### src/rtl/fifo_sample_assembler_pkg.sv
// -----------------------------------------------------------------------------
// fifo_sample_assembler_pkg
// Shared definitions for the FIFO sample assembler:
//   - state_t       : assembler state encoding (FILL, FULL)
//   - sample_width  : width of one assembled sample in bits
//   - idx_width     : width of the byte index, wide enough to hold
//                     BYTES_PER_SAMPLE itself (used as a drop-count increment)
// -----------------------------------------------------------------------------
package fifo_sample_assembler_pkg;

    typedef enum logic {
        ST_FILL = 1'b0,
        ST_FULL = 1'b1
    } state_t;

    function automatic int sample_width(input int byte_w, input int bytes_per_sample);
        return byte_w * bytes_per_sample;
    endfunction

    function automatic int idx_width(input int bytes_per_sample);
        return $clog2(bytes_per_sample + 1);
    endfunction

endpackage

### src/rtl/fifo_sample_assembler_sample_out_reg.sv
// -----------------------------------------------------------------------------
// sample_out_reg
// Valid/ready holding register for assembled samples.
// Ports:
//   i_clk, i_rst      clock, synchronous active-high reset
//   i_load            load i_load_data this cycle (only issued when slot free)
//   i_load_data       sample to load
//   i_ready           downstream accepts o_data when o_valid=1
//   o_data, o_valid   held sample and its valid flag
//   o_slot_free       register is empty or is being emptied this cycle
// -----------------------------------------------------------------------------
module sample_out_reg #(
    parameter int W = 16
) (
    input  logic         i_clk,
    input  logic         i_rst,
    input  logic         i_load,
    input  logic [W-1:0] i_load_data,
    input  logic         i_ready,
    output logic [W-1:0] o_data,
    output logic         o_valid,
    output logic         o_slot_free
);

    logic [W-1:0] data_q, data_d;
    logic         valid_q, valid_d;
    logic         acc;

    always_comb begin
        acc         = valid_q & i_ready;
        o_slot_free = ~valid_q | acc;
        valid_d     = valid_q;
        data_d      = data_q;
        if (i_load) begin
            // A load coinciding with an accept keeps valid high (back-to-back).
            valid_d = 1'b1;
            data_d  = i_load_data;
        end else if (acc) begin
            // Data is left in place; only the valid flag drops.
            valid_d = 1'b0;
        end
    end

    always_ff @(posedge i_clk) begin
        if (i_rst) begin
            valid_q <= 1'b0;
            data_q  <= '0;
        end else begin
            valid_q <= valid_d;
            data_q  <= data_d;
        end
    end

    assign o_data  = data_q;
    assign o_valid = valid_q;

endmodule

### src/rtl/fifo_sample_assembler.sv
// -----------------------------------------------------------------------------
// fifo_sample_assembler
// Pops bytes from the read side of the input async FIFO, packs
// BYTES_PER_SAMPLE consecutive bytes into one sample and hands it to the
// FIR over a valid/ready handshake. Supports resync (drop partial sample)
// with a saturating count of discarded bytes.
// Ports:
//   i_clk, i_rst            FIFO read clock, synchronous active-high reset
//   i_fifo_empty            FIFO empty flag
//   i_fifo_data             FIFO read data (valid while not empty)
//   o_fifo_rd_inc           pop strobe, one byte per high cycle
//   i_resync                discard the partially assembled sample
//   o_sample                assembled sample
//   o_sample_valid          o_sample holds an unconsumed sample
//   i_sample_ready          downstream accepts o_sample
//   o_drop_cnt              saturating count of bytes discarded by resync
// -----------------------------------------------------------------------------
module fifo_sample_assembler
    import fifo_sample_assembler_pkg::*;
#(
    parameter int BYTE_W           = 8,
    parameter int BYTES_PER_SAMPLE = 2,
    parameter int MSB_FIRST        = 1,
    parameter int CNT_W            = 8
) (
    input  logic                                 i_clk,
    input  logic                                 i_rst,
    input  logic                                 i_fifo_empty,
    input  logic [BYTE_W-1:0]                    i_fifo_data,
    output logic                                 o_fifo_rd_inc,
    input  logic                                 i_resync,
    output logic [BYTE_W*BYTES_PER_SAMPLE-1:0]   o_sample,
    output logic                                 o_sample_valid,
    input  logic                                 i_sample_ready,
    output logic [CNT_W-1:0]                     o_drop_cnt
);

    localparam int SAMPLE_W = sample_width(BYTE_W, BYTES_PER_SAMPLE);
    localparam int IDX_W    = idx_width(BYTES_PER_SAMPLE);
    localparam logic [IDX_W-1:0] IDX_LAST = IDX_W'(BYTES_PER_SAMPLE - 1);
    localparam logic [IDX_W-1:0] IDX_FULL = IDX_W'(BYTES_PER_SAMPLE);
    localparam logic [CNT_W-1:0] CNT_MAX  = '1;

    state_t              state_q, state_d;
    logic [IDX_W-1:0]    idx_q, idx_d;
    logic [CNT_W-1:0]    drop_cnt_q, drop_cnt_d;
    logic [BYTE_W-1:0]   asm_q [BYTES_PER_SAMPLE];
    logic [BYTE_W-1:0]   asm_d [BYTES_PER_SAMPLE];

    logic                pop;
    logic                load;
    logic                slot_free;
    logic [IDX_W-1:0]    resync_add;
    logic [CNT_W:0]      drop_sum;
    logic [SAMPLE_W-1:0] packed_sample;

    // Assembly slots including the byte popped this cycle, so the final pop
    // can load the complete sample without an extra cycle.
    always_comb begin
        pop = (state_q == ST_FILL) & ~i_fifo_empty & ~i_resync & ~i_rst;
        for (int k = 0; k < BYTES_PER_SAMPLE; k++) begin
            asm_d[k] = asm_q[k];
            if (pop && (idx_q == IDX_W'(k))) begin
                asm_d[k] = i_fifo_data;
            end
        end
    end

    generate
        for (genvar gi = 0; gi < BYTES_PER_SAMPLE; gi++) begin : g_pack
            if (MSB_FIRST != 0) begin : g_msb
                assign packed_sample[SAMPLE_W-1-gi*BYTE_W -: BYTE_W] = asm_d[gi];
            end else begin : g_lsb
                assign packed_sample[gi*BYTE_W +: BYTE_W] = asm_d[gi];
            end
        end
    endgenerate

    always_comb begin
        state_d    = state_q;
        idx_d      = idx_q;
        drop_cnt_d = drop_cnt_q;
        load       = 1'b0;

        // A held complete sample counts as BYTES_PER_SAMPLE dropped bytes.
        resync_add = (state_q == ST_FULL) ? IDX_FULL : idx_q;
        drop_sum   = {1'b0, drop_cnt_q} + (CNT_W+1)'(resync_add);

        if (i_resync) begin
            drop_cnt_d = drop_sum[CNT_W] ? CNT_MAX : drop_sum[CNT_W-1:0];
            idx_d      = '0;
            state_d    = ST_FILL;
        end else begin
            case (state_q)
                ST_FILL: begin
                    if (pop) begin
                        if (idx_q != IDX_LAST) begin
                            idx_d = idx_q + 1'b1;
                        end else if (slot_free) begin
                            load  = 1'b1;
                            idx_d = '0;
                        end else begin
                            state_d = ST_FULL;
                        end
                    end
                end
                ST_FULL: begin
                    if (slot_free) begin
                        load    = 1'b1;
                        idx_d   = '0;
                        state_d = ST_FILL;
                    end
                end
                default: state_d = ST_FILL;
            endcase
        end
    end

    always_ff @(posedge i_clk) begin
        if (i_rst) begin
            state_q    <= ST_FILL;
            idx_q      <= '0;
            drop_cnt_q <= '0;
            for (int k = 0; k < BYTES_PER_SAMPLE; k++) begin
                asm_q[k] <= '0;
            end
        end else begin
            state_q    <= state_d;
            idx_q      <= idx_d;
            drop_cnt_q <= drop_cnt_d;
            for (int k = 0; k < BYTES_PER_SAMPLE; k++) begin
                asm_q[k] <= asm_d[k];
            end
        end
    end

    sample_out_reg #(
        .W (SAMPLE_W)
    ) u_out_reg (
        .i_clk       (i_clk),
        .i_rst       (i_rst),
        .i_load      (load),
        .i_load_data (packed_sample),
        .i_ready     (i_sample_ready),
        .o_data      (o_sample),
        .o_valid     (o_sample_valid),
        .o_slot_free (slot_free)
    );

    assign o_fifo_rd_inc = pop;
    assign o_drop_cnt    = drop_cnt_q;

endmodule
### config.mk
export PLATFORM = sky130hd
export DESIGN_NAME = fifo_sample_assembler
export DESIGN_NICKNAME = d
export VERILOG_FILES = /design/src/rtl/fifo_sample_assembler_pkg.sv /design/src/rtl/fifo_sample_assembler_sample_out_reg.sv /design/src/rtl/fifo_sample_assembler.sv
export SDC_FILE = /design/constraint.sdc
export NUM_CORES = 1
export LEC_CHECK = 0
export BUFFER_PORTS_ARGS = -buffer_cell sky130_fd_sc_hd__clkbuf_2
export CAP_MARGIN = 20
export CORE_MARGIN = 4
export CORE_UTILIZATION = 54
export DETAILED_ROUTE_END_ITERATION = 6
export PLACE_DENSITY_LB_ADDON = 0.08
export SYNTH_ARGS = -nofsm -noshare
export SYNTH_HDL_FRONTEND = slang
export SYNTH_HIERARCHICAL = 1
export SYNTH_SLANG_ARGS = --single-unit
### constraint.sdc
create_clock -name i_clk -period 3.1 [get_ports i_clk]
set_clock_uncertainty 0.2 [all_clocks]
set_input_delay 0.62 -clock i_clk [delete_from_list [all_inputs] [get_ports i_clk]]
set_output_delay 0.62 -clock i_clk [all_outputs]
set_load 0.005 [all_outputs]
==> impl_summary.md, run 1 <==
STA
Setup repair after global routing left no endpoint under its margin. The worst path meets setup with 0.697 ns of slack. In this run the tightest slew margin relative to its limit is 68.3%. After layout, the worst path uses 77.5% of the clock period. The clock period minus final worst setup slack is 2.40 ns. The final count of pins violating max slew is 0. The final setup TNS is 0 ns.

The upper clock frequency limit is 0.416 GHz. For the pin with the worst max-slew slack, the measured transition is 0.476 ns. The number of failing hold endpoints at the final stage was 0. Setup violations remaining at the end of the flow were counted as 0.

Placed design
The placed instances occupy a cell area of 2130 um2. The count of buffers added on input and output ports is 38. The congestion estimate from routability-driven global placement came to 0.767. The post-detailed-placement half-perimeter wirelength is 2990 um. Timing analysis after detailed placement gives a worst setup slack of 0.667 ns.

Synthesis
By instance count, the leading cell after synthesis is sky130_fd_sc_hd__dfxtp_1. The synthesized design spends more area on one cell type than any other, namely sky130_fd_sc_hd__dfxtp_1. Yosys mapped a number of flops with a built-in enable equal to 0. For this run, the number of Yosys warnings is 6. The post-synthesis register bit count is 44. Synthesis produced a netlist with a net count of 230. Synthesis produced a netlist whose cell count is 214. Sequential elements use 45.0% of the synthesized area. The most used flip-flop cell after synthesis is sky130_fd_sc_hd__dfxtp_1. The share of flip-flops with an asynchronous set or reset is 0%. The post-synthesis average cell area is 9.16 um2. The share of synthesized area in the top cell type comes to 45.0%. Yosys attributes the largest share of cell area to sky130_fd_sc_hd__dfxtp_1 (45%), sky130_fd_sc_hd__mux2i_1 (9.2%), sky130_fd_sc_hd__a21oi_1 (6.4%). The post-synthesis instance area is 1960 um2. The count of cell types in the netlist is 37. In the synthesized netlist, the cells that appear most often are sky130_fd_sc_hd__dfxtp_1 (44), sky130_fd_sc_hd__a21oi_1 (25), sky130_fd_sc_hd__nand3_1 (20), sky130_fd_sc_hd__nor2_1 (20), sky130_fd_sc_hd__nand2_1 (19).

Floorplanning
The initial utilization of the core area, before any placement, comes to 57.4%. Measured along the x axis, the die boundary spans 68.2 um. The floorplan step defined a die boundary enclosing 4660 um2. The vertical die dimension is 68.2 um. The floorplan core area is 3420 um2.

The top-level port count is 39. The floorplan has 21 rows.

Global routing
Entering global routing, the biggest net connects 37 pins. The via count of the first global-routing pass came to 1,581. The number of antenna violations at the first check in global routing is 0. The first-pass GRT wire length is 6980 um. The aggregate global routing overflow is 0. The total global routing track utilization is 19.8%.

CTS
The total setup buffers inserted after CTS is 0. Clock latency on the worst-skew pair, taken at its later pin, is 0.35 ns. No sink is reached through more buffers than the 2 on the longest clock path.

The number of clock buffers added by TritonCTS is 5. The number of resized instances in the post-cts repair step is 0. The tree is rooted in a sky130_fd_sc_hd__clkbuf_4. TritonCTS built the clock tree. After clock tree synthesis, the clock-pin slew on the worst setup and hold paths is 0.12 ns. The number of clock sinks is 44. The CTS H-tree depth is 2. In this run, post-CTS hold repair placed 0 buffers.

Detailed routing
The total iterations of the first detailed-routing run is 4. The number of routed nets with antenna violations is 0. The average vias per placed instance is 5.50. The detailed router's first-iteration violation count is 70. The routed wire length is 4060 um. In the routed design, unresolved DRC markers number 0. The routed layout has 1,623 vias. The routed wire length per instance is 13.8 um.

Power
For this design the total switching power over the nets is 0.228 mW. The overall power consumption is 0.930 mW. Power spread over the standard cell area amounts to 424 nW/um2.

The switching part of the total is 24.5%. The internal portion of total power is 0.702 mW. Summed over all cells, the static leakage comes to 0.919 nW. The clock group share of total power is 31.5%.

IR analysis of the VDD net gives a maximum drop of 350 uV. The sequential share of power is 61.7%. The logic gate share of total power is 6.7%.

Layout
The final net count is 264. The area growth from synthesis to final layout is 11.9%. The count of inserted antenna diode cells is 0. Of the cells placed in the final design, the portion with a size suffix greater than 1 is 27.3%.

The design area is 2190 um2. Once layout is complete, the utilization of the core stands at 64.2%. Counting the fill cells in the layout gives 316.

Critical path
The critical setup path kind is flop to flop. For this run, the slowest stage of the critical path takes 0.54 ns. STA classifies the critical path startpoint as a flop. The cell with the largest stage delay on the worst path is sky130_fd_sc_hd__dfxtp_1. STA puts the critical path data required time at 3.16 ns. The top fanout value on the critical path is 9.

Traced cell by cell, the critical path runs through and2b_2 -> ha_1 -> fa_1 -> and4_1 -> and4b_1 -> a211oi_1. The signal arrival time at the worst endpoint is 2.46 ns. The worst setup path is captured at a flop.

Min path
The tightest min-delay check is of the flop to flop type.

Run
Across the run, the number of max-cap violations was 0.

Outcome
The flow ran to the end, and the final reports show no timing, DRC or antenna violations.
## worst max-delay path, delay by kind of cell, from the launching register on
| kind | cells | cell delay (ns) |
|---|---|---|
| DFF | 1 | 0.54 |
| AOI/OAI and AO/OA | 1 | 0.24 |
| and+or+nand+nor | 3 | 0.74 |
| adders and majority gates | 2 | 0.59 |
## flip-flops by register name (all words and copies together) (netlist names)
register and flops:
state_q 1, idx_q 2, asm_q 16, u_out_reg/o_data 16, o_drop_cnt 8, u_out_reg/o_valid 1
## layout make-up
cell class / instances / area, um2 / share of cell area [%]
clock buffers: 6 / 51.3 / 2.34
repair buffers: 42 / 220 / 10.0
inverters: 2 / 7.51 / 0.342
clock inverters: 2 / 15.0 / 0.685
multi-input cells: 153 / 960 / 43.8
well taps: 46 / 57.6 / 2.63
flip-flops and latches: 44 / 881 / 40.2
## per-stage QoR
stage          cells  hold slack [ns]
4_1_cts          295            0.277
3_5_place_dp     287            0.258
3_3_place_gp     287            0.249
2_1_floorplan    214            0.244
6_report         295            0.274
5_1_grt          295            0.294
## metal layers
metal	routed length [um]	vias to the layer above	part of all wire [%]	track usage, %
met4	40	0	0.99	4.96
met3	216	5	5.3	6.73
met1	1960	758	48	26.1
li1	-	823	-	-
met5	0	-	0	0
met2	1850	37	46	31.2
## layout by cell type, fill, tap and decap left out, types with 2 or more instances in the layout
cell                          n
sky130_fd_sc_hd__o21ai_2     10
sky130_fd_sc_hd__or3_1        2
sky130_fd_sc_hd__nor4_1       2
sky130_fd_sc_hd__nor2_1      20
sky130_fd_sc_hd__dfxtp_1     44
sky130_fd_sc_hd__or2_2        3
sky130_fd_sc_hd__buf_4        4
sky130_fd_sc_hd__nand2b_1     2
sky130_fd_sc_hd__inv_1        2
sky130_fd_sc_hd__nand2_1     19
sky130_fd_sc_hd__mux2i_1     18
sky130_fd_sc_hd__clkbuf_2    38
sky130_fd_sc_hd__a31oi_1      4
sky130_fd_sc_hd__o21ai_0      9
sky130_fd_sc_hd__clkbuf_4     5
sky130_fd_sc_hd__a21oi_1     25
sky130_fd_sc_hd__nand3_1     20
sky130_fd_sc_hd__clkinvlp_4   2
sky130_fd_sc_hd__ha_1         2
## cell families (layout without fill, tap and decap cells)
group           Yosys count  after routing  share of synthesized area (%)
buf+inv                  17             52                           6.32
xor+xnor                  1              1                          0.447
mux                      18             18                           9.20
simple gates             77             77                           19.9
flops                    44             44                           45.0
fa+ha+maj                 3              3                           2.30
compound gates           54             54                           16.9
## worst paths after layout
kind	from	end	slack (ns)	cells past startpoint
worst max-delay path	state_q$_SDFF_PP0_	o_drop_cnt[6]$_SDFFE_PP0P_	0.70	6
worst min register to register	asm_q[0][13]$_SDFF_PP0_	asm_q[0][13]$_SDFF_PP0_	0.27	2
worst max register to register	state_q$_SDFF_PP0_	o_drop_cnt[6]$_SDFFE_PP0P_	0.70	6
worst min-delay path	asm_q[0][13]$_SDFF_PP0_	asm_q[0][13]$_SDFF_PP0_	0.27	2
## power groups by stage
stage / logic (mW) / registers, mW / clock network (mW)
final: 0.0625 / 0.574 / 0.293
after global routing: 0.0704 / 0.575 / 0.329
after detailed placement: 0.0624 / 0.587 / 0
after floorplan: 0.0459 / 0.586 / 0
after CTS: 0.0626 / 0.574 / 0.306
after global placement: 0.0608 / 0.586 / 0
Note: power is estimated with default switching activity, not from simulation.
==> run 2, diff against run 1 <==
- ABC_AREA: default -> 1
- CORE_UTILIZATION: 54 -> 49
- clock period: 3.1 -> 2.2 ns (I/O delays scaled with it)
==> run 2 against run 1 <==
Sequential share of layout area decreased by 1.9 points. Sequential cell count unchanged. Total power increased by 52%. Largest power group unchanged. Via count increased by 3.1%. Largest cell class is now sequential cells. Synthesized area increased by 1.8%. Worst hold slack got worse by 0.065 ns. Critical path type unchanged. Non-clock buffer count unchanged. Sequential power increased by 41%.
==> impl_summary.md, run 2 <==
Layout
The library cell used most frequently in the layout, excluding fill and tap cells, is sky130_fd_sc_hd__nor2_1. The final design utilization is 60.5% (-3.7 points). The number of filler cells placed in the layout was 377 (+19%). The count of inserted antenna diode cells came to 0 (unchanged). The share of cells above drive strength 1 is 24.4% (-3.0 points). The area growth from synthesis to final layout is 15.2%. In the layout the commonest cells are sky130_fd_sc_hd__nor2_1 (56), sky130_fd_sc_hd__dfxtp_1 (44), sky130_fd_sc_hd__inv_1 (42), sky130_fd_sc_hd__nand2_1 (41), sky130_fd_sc_hd__clkbuf_2 (38). The final net count is 327 (+24%).

Power
The maximum VDD drop is 527 uV (+51%). The internal portion of total power was 1.09 mW (+55%). The power density over the cells is 614 nW/um2 (+45%).

The clock group share of total power is 36.6% (+5.1 points). The leakage power figure came to 1.29 nW (+40%). The total net switching power came to 0.321 mW (+41%). The logic gate share of total power came to 6.1% (-0.6 points).

The sequential share of power is 57.3% (-4.4 points). The switching part of the total is 22.7% (-1.7 points).

Global routing
The number of antenna violations at the first check in global routing is 0 (unchanged). The largest net degree at the start of global routing came to 26 (-30%). The first-pass GRT wire length was 6910 um (-0.89%).

The aggregate global routing overflow is 0 (unchanged). The total global routing track utilization came to 16.9% (-2.9 points). The via count of the first global-routing pass is 1,578 (-0.19%).

Detailed routing
The number of remaining DRC errors is 0 (unchanged). The total iterations of the first detailed-routing run was 4 (unchanged). The detailed router's first-iteration violation count is 41 (-41%). The average vias per placed instance came to 4.65 (-15%). The number of routed nets with antenna violations is 0 (unchanged). The routed wire length is 3890 um (-4.2%). The via count of the routed design is 1,674 (+3.1%).

The routed wire length per instance is 10.8 um (-22%).

Run
The number of maximum-capacitance violations is 0 (unchanged).

CTS
The clock root buffer master is sky130_fd_sc_hd__clkbuf_8. The number of clock sinks is 44 (unchanged). The maximum count of clock buffers along a single path was 2 (unchanged). The insertion delay of the later-clocked pin in the worst-skew pair is 0.29 ns (-0.06 ns). The total setup buffers inserted after CTS came to 0 (unchanged). The hold buffer count at cts came to 0 (unchanged). The number of clock buffers inserted by TritonCTS is 5 (unchanged). TritonCTS built the clock tree. The post-CTS clock slew at the launch and capture registers of the worst setup and hold paths is 0.08 ns (-0.04 ns).

The number of resized instances in the post-cts repair step was 0 (unchanged). The CTS H-tree depth is 2 (unchanged).

Synthesis
The instance count of the mapped netlist came to 271 (+27%). The total of warnings raised by yosys is 6 (unchanged). The most frequently used cell type in the post-synthesis netlist is sky130_fd_sc_hd__nor2_1. The portion of synthesized cell area occupied by the leading cell type came to 44.2% (-0.79 points).

The sequential-to-total area share from yosys stat is 44.2% (-0.79 points). By area the synthesized netlist is led by sky130_fd_sc_hd__dfxtp_1 (44%), sky130_fd_sc_hd__nor2_1 (11%), sky130_fd_sc_hd__inv_1 (7.9%). The total nets after synthesis is 287 (+25%). The most used flip-flop cell after synthesis is sky130_fd_sc_hd__dfxtp_1. The share of flip-flops with an asynchronous set or reset is 0% (unchanged). The post-synthesis average cell area is 7.36 um2 (-20%). sky130_fd_sc_hd__dfxtp_1 takes more of the synthesized area than any other cell. The number of enable-type register cells in the synthesized netlist is 0 (unchanged).

The count of cell types in the netlist is 27 (-27%). The post-synthesis instance area was 1990 um2 (+1.8%). The post-synthesis register bit count is 44 (unchanged). By count the netlist is led by sky130_fd_sc_hd__nor2_1 (56), sky130_fd_sc_hd__dfxtp_1 (44), sky130_fd_sc_hd__inv_1 (42).

Floorplanning
The vertical die dimension is 71.8 um (+5.2%). The die footprint is 5160 um2 (+11%). The top-level port count is 39 (unchanged). The horizontal die dimension is 71.8 um (+5.2%).

The cell row count is 22 (+4.8%). The floorplan core area is 3800 um2 (+11%). The initial core utilization is 52.5% (-4.9 points).

STA
The upper clock frequency limit is 0.504 GHz (+21%). The final setup slack of the worst path is 0.215 ns (-0.482 ns). The final setup TNS is 0 ns (unchanged). The number of failing hold endpoints at the final stage is 0 (unchanged). Setup repair after global routing left no endpoint under its margin. The clock period minus final worst setup slack came to 1.98 ns (-0.418 ns). The final count of pins violating max slew is 0 (unchanged).

The worst-margin pin slew is 0.448 ns (-0.0277 ns). The tightest hold margin is 0.208 ns (-0.0653 ns). The share of the clock period used by the worst path is 90.2% (+13 points). The relative slew slack is 70.1% (+1.8 points).

The final count of negative-setup-slack endpoints is 0 (unchanged).

Critical path
The signal arrival time at the worst endpoint is 1.98 ns (-0.48 ns). The required time reported for the critical path endpoint was 2.20 ns (-0.96 ns). The critical path is of the flop to flop type. The top fanout value on the critical path is 4 (-5). The critical path capture point type is a flop. The startpoint class of the critical path is a flop.

Placed design
The post-placement worst setup slack is 0.236 ns (-0.431 ns). The final estimated routing congestion in global placement was 0.862 (+12%). The count of port buffers added during placement is 38 (unchanged). The post-detailed-placement half-perimeter wirelength is 2810 um (-6.0%).

Min path
The classification of the worst-slack hold path is input pin to flop.

Outcome
The run finished with clean final reports.
==> run 2: cell count changes in the layout (fill, tap and decap cells not counted), sizes merged, moves of 3 or more <==
cell,change
nor4,-3
a31oi,-4
inv,+48
nor2,+38
o21ai,+16
nand4,+4
or2,-3
a21oi,-14
nand2,+26
mux2i,-16
nand3,-14
==> run 2: routing by layer <==
metal	GRT usage, %	routed length (um)
met3	5.75	239
met2	27.7	1740
met5	0	0
met4	5.64	61
met1	20.8	1850
==> run 2: worst paths after layout <==
kind / from / cells after the start / end / slack, ns
hold / removal: i_fifo_data[1] / 3 / asm_q[0][9]$_SDFF_PP0_ / 0.21
setup / recovery: state_q$_SDFF_PP0_ / 11 / o_drop_cnt[7]$_SDFFE_PP0P_ / 0.22
hold reg to reg: idx_q[1]$_SDFFE_PP0P_ / 2 / idx_q[1]$_SDFFE_PP0P_ / 0.28
setup reg to reg: state_q$_SDFF_PP0_ / 11 / o_drop_cnt[7]$_SDFFE_PP0P_ / 0.22
==> run 2: area by class of cell <==
type                    instances  area, um2  share of cell area, %
well taps                      48       60.1                   2.61
multi-input cells             167        851                   37.0
repair buffers                 42        220                   9.58
flip-flops and latches         44        881                   38.3
clock buffers                   7       86.3                   3.76
inverters                      51        193                   8.38
clock inverters                 1       7.51                  0.327
==> run 2: critical path, cell delays in order, from the launching register on <==
cell	delay, ns
sky130_fd_sc_hd__dfxtp_1	0.38
sky130_fd_sc_hd__inv_2	0.07
sky130_fd_sc_hd__nand2_1	0.09
sky130_fd_sc_hd__inv_2	0.06
sky130_fd_sc_hd__ha_1	0.20
sky130_fd_sc_hd__fa_1	0.40
sky130_fd_sc_hd__nand3_1	0.15
sky130_fd_sc_hd__nor2_1	0.08
sky130_fd_sc_hd__nand2_1	0.06
sky130_fd_sc_hd__nand2_1	0.06
sky130_fd_sc_hd__nor2_1	0.10
sky130_fd_sc_hd__nor2_1	0.04
==> run 2: power groups by stage <==
stage	Combinational [mW]	Sequential, mW	Clock [mW]
floorplan	0.0592	0.827	0
global placement	0.0870	0.827	0
detailed placement	0.0876	0.828	0
CTS	0.0879	0.809	0.533
global route	0.100	0.810	0.566
finish	0.0866	0.809	0.517
==> run 2: cell families after synthesis <==
logic type / share of synthesized area (%)
AO/OA/AOI/OAI: 14.4
adder cells (fa/ha/maj): 2.26
buffers and inverters: 13.2
flip-flops: 44.2
multiplexers: 1.00
AND/OR/NAND/NOR: 25.0
==> run 2: stage by stage <==
stage | area (um2) | power (mW) | std cells
after floorplan | 1990 | 0.886 | 271
after global placement | 2200 | 0.914 | 352
after detailed placement | 2200 | 0.915 | 352
after CTS | 2300 | 1.43 | 360
after global routing | 2300 | 1.48 | 360
final | 2300 | 1.41 | 360
==> run 3, diff against run 2 <==
- clock period: 2.2 -> 1.6 ns (I/O delays scaled with it)
==> run 3 against run 2 <==
The flow now finishes with violations (negative setup slack). Register-to-register slack lost 0.30 ns. Via count rose by 6.0%. Fmax increased by 18%. Largest cell class is now multi-input gates. Largest power group unchanged.
==> impl_summary.md, run 3 (synthesis results as in run 2) <==
Outcome
The run finished, with violations left. The checks that failed: negative setup slack.

Detailed routing
The via count of the routed design is 1,775 (+6.0%). The number of routed nets with antenna violations is 0 (unchanged). The detailed router's first-iteration violation count is 96 (+130%).

The routed wire length was 4530 um (+16%). The routed wire length per instance came to 11.9 um (+9.7%). The number of remaining DRC errors is 0 (unchanged).

The total iterations of the first detailed-routing run is 4 (unchanged). The average vias per placed instance is 4.65 (about the same).

Layout
The design area is 2640 um2 (+15%). The final design utilization is 69.5% (+9.0 points). The library cell used most frequently in the layout, excluding fill and tap cells, is sky130_fd_sc_hd__nor2_1. The number of filler cells placed in the layout is 338 (-10%). The count of inserted antenna diode cells is 0 (unchanged). The area growth from synthesis to final layout is 32.4%. Leaving out fill and tap cells, the most frequent cells in the layout are sky130_fd_sc_hd__nor2_1 (49), sky130_fd_sc_hd__inv_1 (42), sky130_fd_sc_hd__dfxtp_1 (42), sky130_fd_sc_hd__clkbuf_2 (38), sky130_fd_sc_hd__nand2_1 (37). The storage element area is 883 um2 (+0.28%).

The area of the multi-input gates is 947 um2 (+11%). The final net count is 349 (+6.7%). The share of cells above drive strength 1 is 35.9% (+12 points).

Min path
The worst hold path belongs to the class input pin to flop.

STA
The tightest hold margin is 0.0834 ns (-0.125 ns). The final setup slack of the worst path is -0.0851 ns (-0.300 ns). The worst-margin pin slew is 0.404 ns (-0.0446 ns).

The relative slew slack is 73.1% (+3.0 points). The share of the clock period used by the worst path is 105% (+15 points). The final count of pins violating max slew was 0 (unchanged). Setup repair after global routing could not meet its margin everywhere. The clock period minus final worst setup slack came to 1.69 ns (-0.300 ns). The upper clock frequency limit is 0.593 GHz (+18%).

The final count of negative-setup-slack endpoints is 13 (+13). The number of failing hold endpoints at the final stage is 0 (unchanged).

CTS
The insertion delay of the later-clocked pin in the worst-skew pair came to 0.30 ns (about the same). The number of clock sinks is 44 (unchanged). The post-CTS clock slew at the launch and capture registers of the worst setup and hold paths is 0.08 ns (about the same). TritonCTS built the clock tree.

The number of clock buffers inserted by TritonCTS was 5 (unchanged). The CTS H-tree depth was 2 (unchanged). The maximum count of clock buffers along a single path was 2 (unchanged). The clock root buffer master is sky130_fd_sc_hd__clkbuf_8.

Global routing
The number of antenna violations at the first check in global routing was 0 (unchanged). The largest net degree at the start of global routing came to 18 (-31%). The via count of the first global-routing pass is 1,585 (+0.44%).

The aggregate global routing overflow is 0 (unchanged). The first-pass GRT wire length is 7340 um (+6.2%). The total global routing track utilization is 18.2% (+1.2 points).

Power
The maximum VDD drop is 657 uV (+25%). The sequential share of power is 50.9% (-6.4 points). The logic gate share of total power is 6.9% (+0.8 points). The power density over the cells is 828 nW/um2 (+35%). The clock group share of total power is 42.2% (+5.6 points). The total net switching power is 0.469 mW (+46%).

The internal portion of total power is 1.72 mW (+57%). The leakage power figure came to 1.42 nW (+10%). The switching part of the total is 21.5% (-1.3 points).

Floorplanning
The die footprint is 5160 um2 (unchanged). The horizontal die dimension is 71.8 um (unchanged). The cell row count is 22 (unchanged). The vertical die dimension came to 71.8 um (unchanged). The initial core utilization came to 52.5% (unchanged). The floorplan core area came to 3800 um2 (unchanged). The top-level port count is 39 (unchanged).

Placed design
The final estimated routing congestion in global placement is 0.836 (-3.1%). The post-placement worst setup slack is -0.154 ns (-0.390 ns). The count of port buffers added during placement is 38 (unchanged). The cell area after placement is 2380 um2 (+8.1%). The post-detailed-placement half-perimeter wirelength is 3040 um (+8.4%).

Run
The number of maximum-capacitance violations is 0 (unchanged).

Critical path
STA classifies the critical path endpoint as a flop. The critical setup path kind is flop to flop. The top fanout value on the critical path is 3 (-1). The signal arrival time at the worst endpoint came to 1.72 ns (-0.26 ns). The required time reported for the critical path endpoint came to 1.63 ns (-0.57 ns). The worst setup path is launched from a flop.
## run 3: cell types whose count changed in the layout (fill, tap and decap cells not counted), sizes merged
cell / change
buf: +20
bufinv: +1
clkbuf: +1
clkinvlp: -1
nand2: +1
## run 3: power by group through the flow
stage	Combinational [mW]	Clock, mW	Sequential, mW
after global placement	0.139	0	1.14
after floorplan	0.0843	0	1.14
after global routing	0.168	0.995	1.11
final	0.151	0.924	1.11
after detailed placement	0.139	0	1.14
after CTS	0.148	0.943	1.11
## run 3: area by class of cell
| class | count | share of cell area [%] |
|---|---|---|
| tap | 48 | 2.27 |
| sequential | 44 | 33.4 |
| multi-input combinational | 168 | 35.9 |
| clock buffer | 7 | 3.65 |
| inverter | 51 | 7.63 |
| timing repair buffer | 63 | 16.0 |
| clock inverter | 1 | 1.14 |
## run 3: repair_timing
item,4_1_cts,5_1_grt
buffers inserted,2,1
endpoints found under the setup margin,25,27
gates cloned,1,1
hold buffers,0,0
endpoints found under the hold margin,0,0
pin swaps,6,5
gates resized for setup,14,12
## run 3: per-stage QoR
step / TNS (ns) / total power [mW] / cells
2_1_floorplan: -2.57 / 1.22 / 271
3_3_place_gp: -2.24 / 1.28 / 369
3_5_place_dp: -2.38 / 1.28 / 369
4_1_cts: -0.362 / 2.20 / 380
5_1_grt: -2.71 / 2.28 / 382
6_report: -0.533 / 2.19 / 382
## run 3: per-layer routing
layer | wire length [um] | GRT usage (%)
met1 | 2110 | 24.0
met5 | 0 | 0
met4 | 95 | 8.14
met3 | 149 | 3.79
met2 | 2170 | 28.5
## run 3: critical path, cell delays in order (launching register included)
cell and delay [ns]:
sky130_fd_sc_hd__dfxtp_2 0.34, sky130_fd_sc_hd__inv_2 0.05, sky130_fd_sc_hd__nand2_2 0.06, sky130_fd_sc_hd__inv_2 0.05, sky130_fd_sc_hd__ha_4 0.15, sky130_fd_sc_hd__fa_2 0.36, sky130_fd_sc_hd__nand3_2 0.10, sky130_fd_sc_hd__buf_4 0.12
sky130_fd_sc_hd__o21ai_0 0.06, sky130_fd_sc_hd__a21oi_1 0.13
## run 3: worst paths after layout
check | start | end | slack [ns] | depth (start not counted)
max | state_q$_SDFF_PP0_ | o_drop_cnt[4]$_SDFFE_PP0P_ | -0.09 | 9
min | i_fifo_data[2] | asm_q[0][10]$_SDFF_PP0_ | 0.08 | 3
max reg2reg | state_q$_SDFF_PP0_ | o_drop_cnt[4]$_SDFFE_PP0P_ | -0.09 | 9
min reg2reg | idx_q[1]$_SDFFE_PP0P_ | idx_q[1]$_SDFFE_PP0P_ | 0.27 | 2
